## src/rtl/box_area_seq.sv

```systemverilog
// Sequential box-area unit: |x1-x0| * |y1-y0| via a one-bit-per-cycle shift-add multiplier.
// Optional saturating area accumulator is built when BOX_AREA_ACC_EN is defined.
module box_area_seq #(
    parameter int COORD_W = 4,
    parameter int ACC_W   = 12
) (
    input  logic                   clk,
    input  logic                   rst_n,
    input  logic                   in_valid,
    output logic                   in_ready,
    input  logic [COORD_W-1:0]     x0,
    input  logic [COORD_W-1:0]     y0,
    input  logic [COORD_W-1:0]     x1,
    input  logic [COORD_W-1:0]     y1,
    output logic                   out_valid,
    input  logic                   out_ready,
    output logic [2*COORD_W-1:0]   area,
    output logic                   area_zero,
    input  logic                   acc_clr,
    output logic [ACC_W-1:0]       acc,
    output logic                   acc_sat
);

    localparam int PROD_W = 2 * COORD_W;
    localparam int CNT_W  = $clog2(COORD_W + 1);
    localparam logic [CNT_W-1:0] STEPS = CNT_W'(COORD_W);

    typedef enum logic [1:0] {
        IDLE,
        DIFF,
        MUL,
        DONE
    } state_t;

    state_t r_state;
    state_t w_next;

    logic [COORD_W-1:0] r_x0, r_y0, r_x1, r_y1;
    logic [COORD_W-1:0] w_dx, w_dy;
    logic [PROD_W-1:0]  r_mcand;
    logic [COORD_W-1:0] r_mplier;
    logic [PROD_W-1:0]  r_prod;
    logic [PROD_W-1:0]  r_area;
    logic [CNT_W-1:0]   r_cnt;
    logic               w_in_xfer;
    logic               w_out_xfer;

    assign in_ready   = (r_state == IDLE);
    assign out_valid  = (r_state == DONE);
    assign w_in_xfer  = in_valid & in_ready;
    assign w_out_xfer = out_valid & out_ready;
    assign area       = r_area;
    assign area_zero  = (r_area == '0);

    assign w_dx = (r_x1 >= r_x0) ? (r_x1 - r_x0) : (r_x0 - r_x1);
    assign w_dy = (r_y1 >= r_y0) ? (r_y1 - r_y0) : (r_y0 - r_y1);

    always_ff @(posedge clk) begin
        if (!rst_n) begin
            r_state <= IDLE;
        end else begin
            r_state <= w_next;
        end
    end

    always_comb begin
        w_next = r_state;
        case (r_state)
            IDLE: if (w_in_xfer) w_next = DIFF;
            DIFF: w_next = MUL;
            MUL:  if (r_cnt == STEPS) w_next = DONE;
            DONE: if (out_ready) w_next = IDLE;
            default: w_next = IDLE;
        endcase
    end

    // MUL runs COORD_W add steps, then one cycle publishing the product into
    // the area register so area stays stable outside DONE as well.
    always_ff @(posedge clk) begin
        if (!rst_n) begin
            r_x0     <= '0;
            r_y0     <= '0;
            r_x1     <= '0;
            r_y1     <= '0;
            r_mcand  <= '0;
            r_mplier <= '0;
            r_prod   <= '0;
            r_area   <= '0;
            r_cnt    <= '0;
        end else begin
            case (r_state)
                IDLE: begin
                    if (w_in_xfer) begin
                        r_x0 <= x0;
                        r_y0 <= y0;
                        r_x1 <= x1;
                        r_y1 <= y1;
                    end
                end
                DIFF: begin
                    r_mcand  <= {{COORD_W{1'b0}}, w_dx};
                    r_mplier <= w_dy;
                    r_prod   <= '0;
                    r_cnt    <= '0;
                end
                MUL: begin
                    if (r_cnt != STEPS) begin
                        if (r_mplier[0]) begin
                            r_prod <= r_prod + r_mcand;
                        end
                        r_mcand  <= r_mcand << 1;
                        r_mplier <= r_mplier >> 1;
                        r_cnt    <= r_cnt + CNT_W'(1);
                    end else begin
                        r_area <= r_prod;
                    end
                end
                default: ;
            endcase
        end
    end

`ifdef BOX_AREA_ACC_EN
    logic [ACC_W-1:0] r_acc;
    logic             r_acc_sat;
    logic [ACC_W-1:0] w_acc_base;
    logic [ACC_W:0]   w_acc_sum;

    // A clear coinciding with a result transfer restarts the sum at that area.
    assign w_acc_base = acc_clr ? '0 : r_acc;
    assign w_acc_sum  = {1'b0, w_acc_base} + (ACC_W + 1)'(r_area);

    always_ff @(posedge clk) begin
        if (!rst_n) begin
            r_acc     <= '0;
            r_acc_sat <= 1'b0;
        end else if (w_out_xfer) begin
            r_acc     <= w_acc_sum[ACC_W] ? '1 : w_acc_sum[ACC_W-1:0];
            r_acc_sat <= (r_acc_sat & ~acc_clr) | w_acc_sum[ACC_W];
        end else if (acc_clr) begin
            r_acc     <= '0;
            r_acc_sat <= 1'b0;
        end
    end

    assign acc     = r_acc;
    assign acc_sat = r_acc_sat;
`else
    logic w_unused_acc_clr;
    logic w_unused_out_xfer;

    assign w_unused_acc_clr  = acc_clr;
    assign w_unused_out_xfer = w_out_xfer;
    assign acc               = '0;
    assign acc_sat           = 1'b0;
`endif

endmodule

```

## config.mk

```make
export PLATFORM = sky130hd
export DESIGN_NAME = box_area_seq
export DESIGN_NICKNAME = d
export VERILOG_FILES = /design/src/rtl/box_area_seq.sv
export SDC_FILE = /design/constraint.sdc
export NUM_CORES = 1
export LEC_CHECK = 0
export CAP_MARGIN = 10
export CORE_ASPECT_RATIO = 0.8
export CORE_UTILIZATION = 54
export CTS_BUF_LIST = sky130_fd_sc_hd__clkbuf_4 sky130_fd_sc_hd__clkbuf_8 sky130_fd_sc_hd__clkbuf_16
export CTS_CLUSTER_DIAMETER = 80
export DETAILED_ROUTE_END_ITERATION = 8
export PLACE_DENSITY = 0.82
export SYNTH_ARGS = -nofsm -noshare
export SYNTH_HDL_FRONTEND = slang
export SYNTH_SLANG_ARGS = --single-unit
```

## constraint.sdc

```tcl
create_clock -name clk -period 2.7 [get_ports clk]
set_clock_uncertainty 0.15 [all_clocks]
set_input_delay 0.27 -clock clk [delete_from_list [all_inputs] [get_ports clk]]
set_output_delay 0.27 -clock clk [all_outputs]
set_load 0.005 [all_outputs]
```

==> out/results.ini <==
[status]
status=complete, no violations

[timing]
post-route-period-util_pct=82.13
max_freq_mhz=451.0
worst_pin_slew_ps=596.4
timing.hold.ws_ps=318.9
rsz0062_at_grt=false
slew_headroom_pct=60.24
hold_violations=0
final_max_slew_viol_count=0
tns_ps=0
setup_viol=0
post-route-min-period_ps=2217

[critical_path]
crit_path_start_kind=register
crit_fanout=3
crit_path_end_kind=primary output
crit_type=register to primary output
reg2reg_to=r_mplier[3]
worst-r2r-cell-count=8
required_ps=2280
reg2reg_from=r_y1[0]
crit_arrival_ps=1800
r2r_slack_ps=500

[floorplan]
die_h_um=68.77
num_rows=23
ioPinCount=45
die_w_um=85.46
core_area_um2=5180
dieArea_um2=5877
start_util_pct=58.09

[power_and_ir_drop]
power_frac_seq_pct=36.0
p_per_area_nw_per_um2=752.8
p_comb_share_pct=45.4
power.leakage_uw=0.001361
switching_share_pct=40.60
p_int_uw=1523
switchingPower_uw=1041
p_clk_share_pct=18.6
irDropWorstVdd_mv=0.4869

[clocking]
root_buffer=clkbuf_8
clock_path_buffers=2
hold_buffers=0
clock-sinks=49
post_cts_buffers=0
clock_latency_ps=320
cts_tree=built
cts_inserted_buffers=5
clkTransAtPathRegs_ps=100
postCtsResizedCells=0
cts_max_level=2

[layout]
fin_util_pct=65.75
area_growth_syn_to_layout_pct=13.18
design_area_um2=3406
drive_gt1_share_pct=5.303
nNetsFinal=448
diodes=0

[synthesis]
synth_area_per_cell_um2=8.177
synth_warnings=0
synthesis.area_um2=3009
synth.distinct_cells=53
yosys_register_bits=49
synthArstFlopShare_pct=0
netlist_instances=368
seq_area_frac_synth_pct=32.60
synthFlopType=dfxtp_1
synth_edf_count=0

[placed_design]
post_dp_cell_area_um2=3309
port_buffers=30
finalWeightedCongestion=0.8907
dp_hpwl_mm=4.897

[worst_hold_path]
min_path_type=register to register
hold_end=r_y0[3]
min_path_cells=2
hp-start=r_y0[3]

[detailed_routing]
drc=0
drt-pass1-iter-count=4
num_vias=2627
routed_wl_mm=6.698
ant_nets=0
wl_per_cell_um=14.62
via_per_inst=5.736
drt_iter0_markers=134

[global_routing]
grtUsageTotal_pct=24.91
grt_pass1_vias=2529
grt_max_degree=23
grt_pass1_wl_mm=11.25
antenna_found_initial=0
grt_overflow_total=0

[run]
cap_violations=0

## critical path, stage by stage, from the launching register on
cell	delay, ps
dfxtp_1	340
or4_1	540
nor2_1	100
clkdlybuf4s50_1	500
## power by group through the flow
stage	clock, uW	sequential, uW	combinational, uW
after floorplan	0	913	886
after global placement	0	932	1090
after detailed placement	0	938	1150
after CTS	480	922	1160
after global routing	507	938	1300
final	476	923	1170
## cell type report
class / instances / area (um2)
fillers: 455 / 1774
clock inverters: 2 / 13.76
well taps: 62 / 77.57
inverters: 27 / 101.3
multi-input cells: 277 / 1812
flip-flops and latches: 49 / 980.9
clock buffers: 6 / 82.58
repair buffers: 35 / 337.8
## cell families (layout without fill, tap and decap cells)
family                     after synthesis  in the layout  synth area share (%)
other                                    1             13                0.1246
xor gates and xnor gates                 3              3                0.8733
AOI/OAI and AO/OA                       93             93                 20.62
DFF                                     49             49                 32.60
and+or+nand+nor                        127            127                 19.50
adders and majority gates               32             32                 14.55
buffers and inverters                   54             70                 8.690
muxes                                    9              9                 3.035
## worst max path at each step
stage / start / endpoint / slack (ps)
final: area[0] / area_zero / 480
after global routing: r_y1[0] / r_mplier[2] / 370
after CTS: area[0] / area_zero / 470
after detailed placement: r_y1[0] / r_mplier[3] / 560
after global placement: r_y1[0] / r_mplier[3] / 630
after floorplan: r_y1[0] / r_mplier[3] / 760
## synthesized netlist by cell type, types with 2 or more instances
cell       number  area (um2)
o21a_1          2       15.01
a21boi_0       18       135.1
nor2_2          2       12.51
nand4_1         3       18.77
nand4b_1        4       35.03
buf_4          13       97.59
nand2_1        70       262.8
o211ai_1        3       22.52
o2111ai_1       2       17.52
a21oi_1        29       145.1
inv_1          26       97.59
a31oi_1         3       18.77
xnor2_1         3       26.28
fa_1            5       100.1
nor2_1         14       52.55
a211oi_1        3       22.52
nor3_1          2       10.01
nand3_1        14       70.07
buf_2           2       10.01
mux2i_1         8       80.08
o21ai_0        14       70.07
nor2b_1         6       37.54
dfxtp_1        49       980.9
a21o_1          4       30.03
or4_1           3       22.52
and2_1          3       18.77
clkbuf_1        8       30.03
ha_1           27       337.8
o31a_1          2       17.52
clkbuf_2        2       10.01
o221ai_1        2       17.52
## metrics by stage
stage	power (uW)	setup WS, ps	std cells
2_1_floorplan	1799	759.2	380
3_3_place_gp	2023	632.7	450
3_5_place_dp	2084	558.3	450
4_1_cts	2557	466.7	458
5_1_grt	2748	373.1	458
6_report	2564	482.6	458
## cell usage in the layout (no fill, tap or decap), types with 3 or more instances in the layout
| master | n |
|---|---|
| a211oi_1 | 3 |
| a21boi_0 | 18 |
| a21o_1 | 4 |
| a21oi_1 | 29 |
| a31oi_1 | 3 |
| and2_1 | 3 |
| buf_4 | 5 |
| clkbuf_8 | 6 |
| clkdlybuf4s50_1 | 30 |
| conb_1 | 13 |
| dfxtp_1 | 49 |
| fa_1 | 5 |
| ha_1 | 27 |
| inv_1 | 26 |
| mux2i_1 | 8 |
| nand2_1 | 70 |
| nand3_1 | 14 |
| nand4_1 | 3 |
| nand4b_1 | 4 |
| nor2_1 | 14 |
| nor2b_1 | 6 |
| o211ai_1 | 3 |
| o21ai_0 | 14 |
| or4_1 | 3 |
| xnor2_1 | 3 |
## sequential cells by signal, summed over array words and instances (netlist names), 3 cells and up
| register | cells |
|---|---|
| r_y0 | 4 |
| r_mcand | 8 |
| r_prod | 8 |
| r_mplier | 4 |
| r_cnt | 3 |
| r_x1 | 4 |
| r_y1 | 4 |
| r_x0 | 4 |
| area | 8 |
## metal layers
metal / GRT usage (%) / up-vias / routed length (um)
li1: - / 1291 / -
met4: 9.792 / 0 / 103
met5: 0 / - / 0
met3: 3.929 / 7 / 350
met2: 44.30 / 67 / 3130
met1: 30.94 / 1262 / 3113
Note: power is estimated with default switching activity, not from simulation.
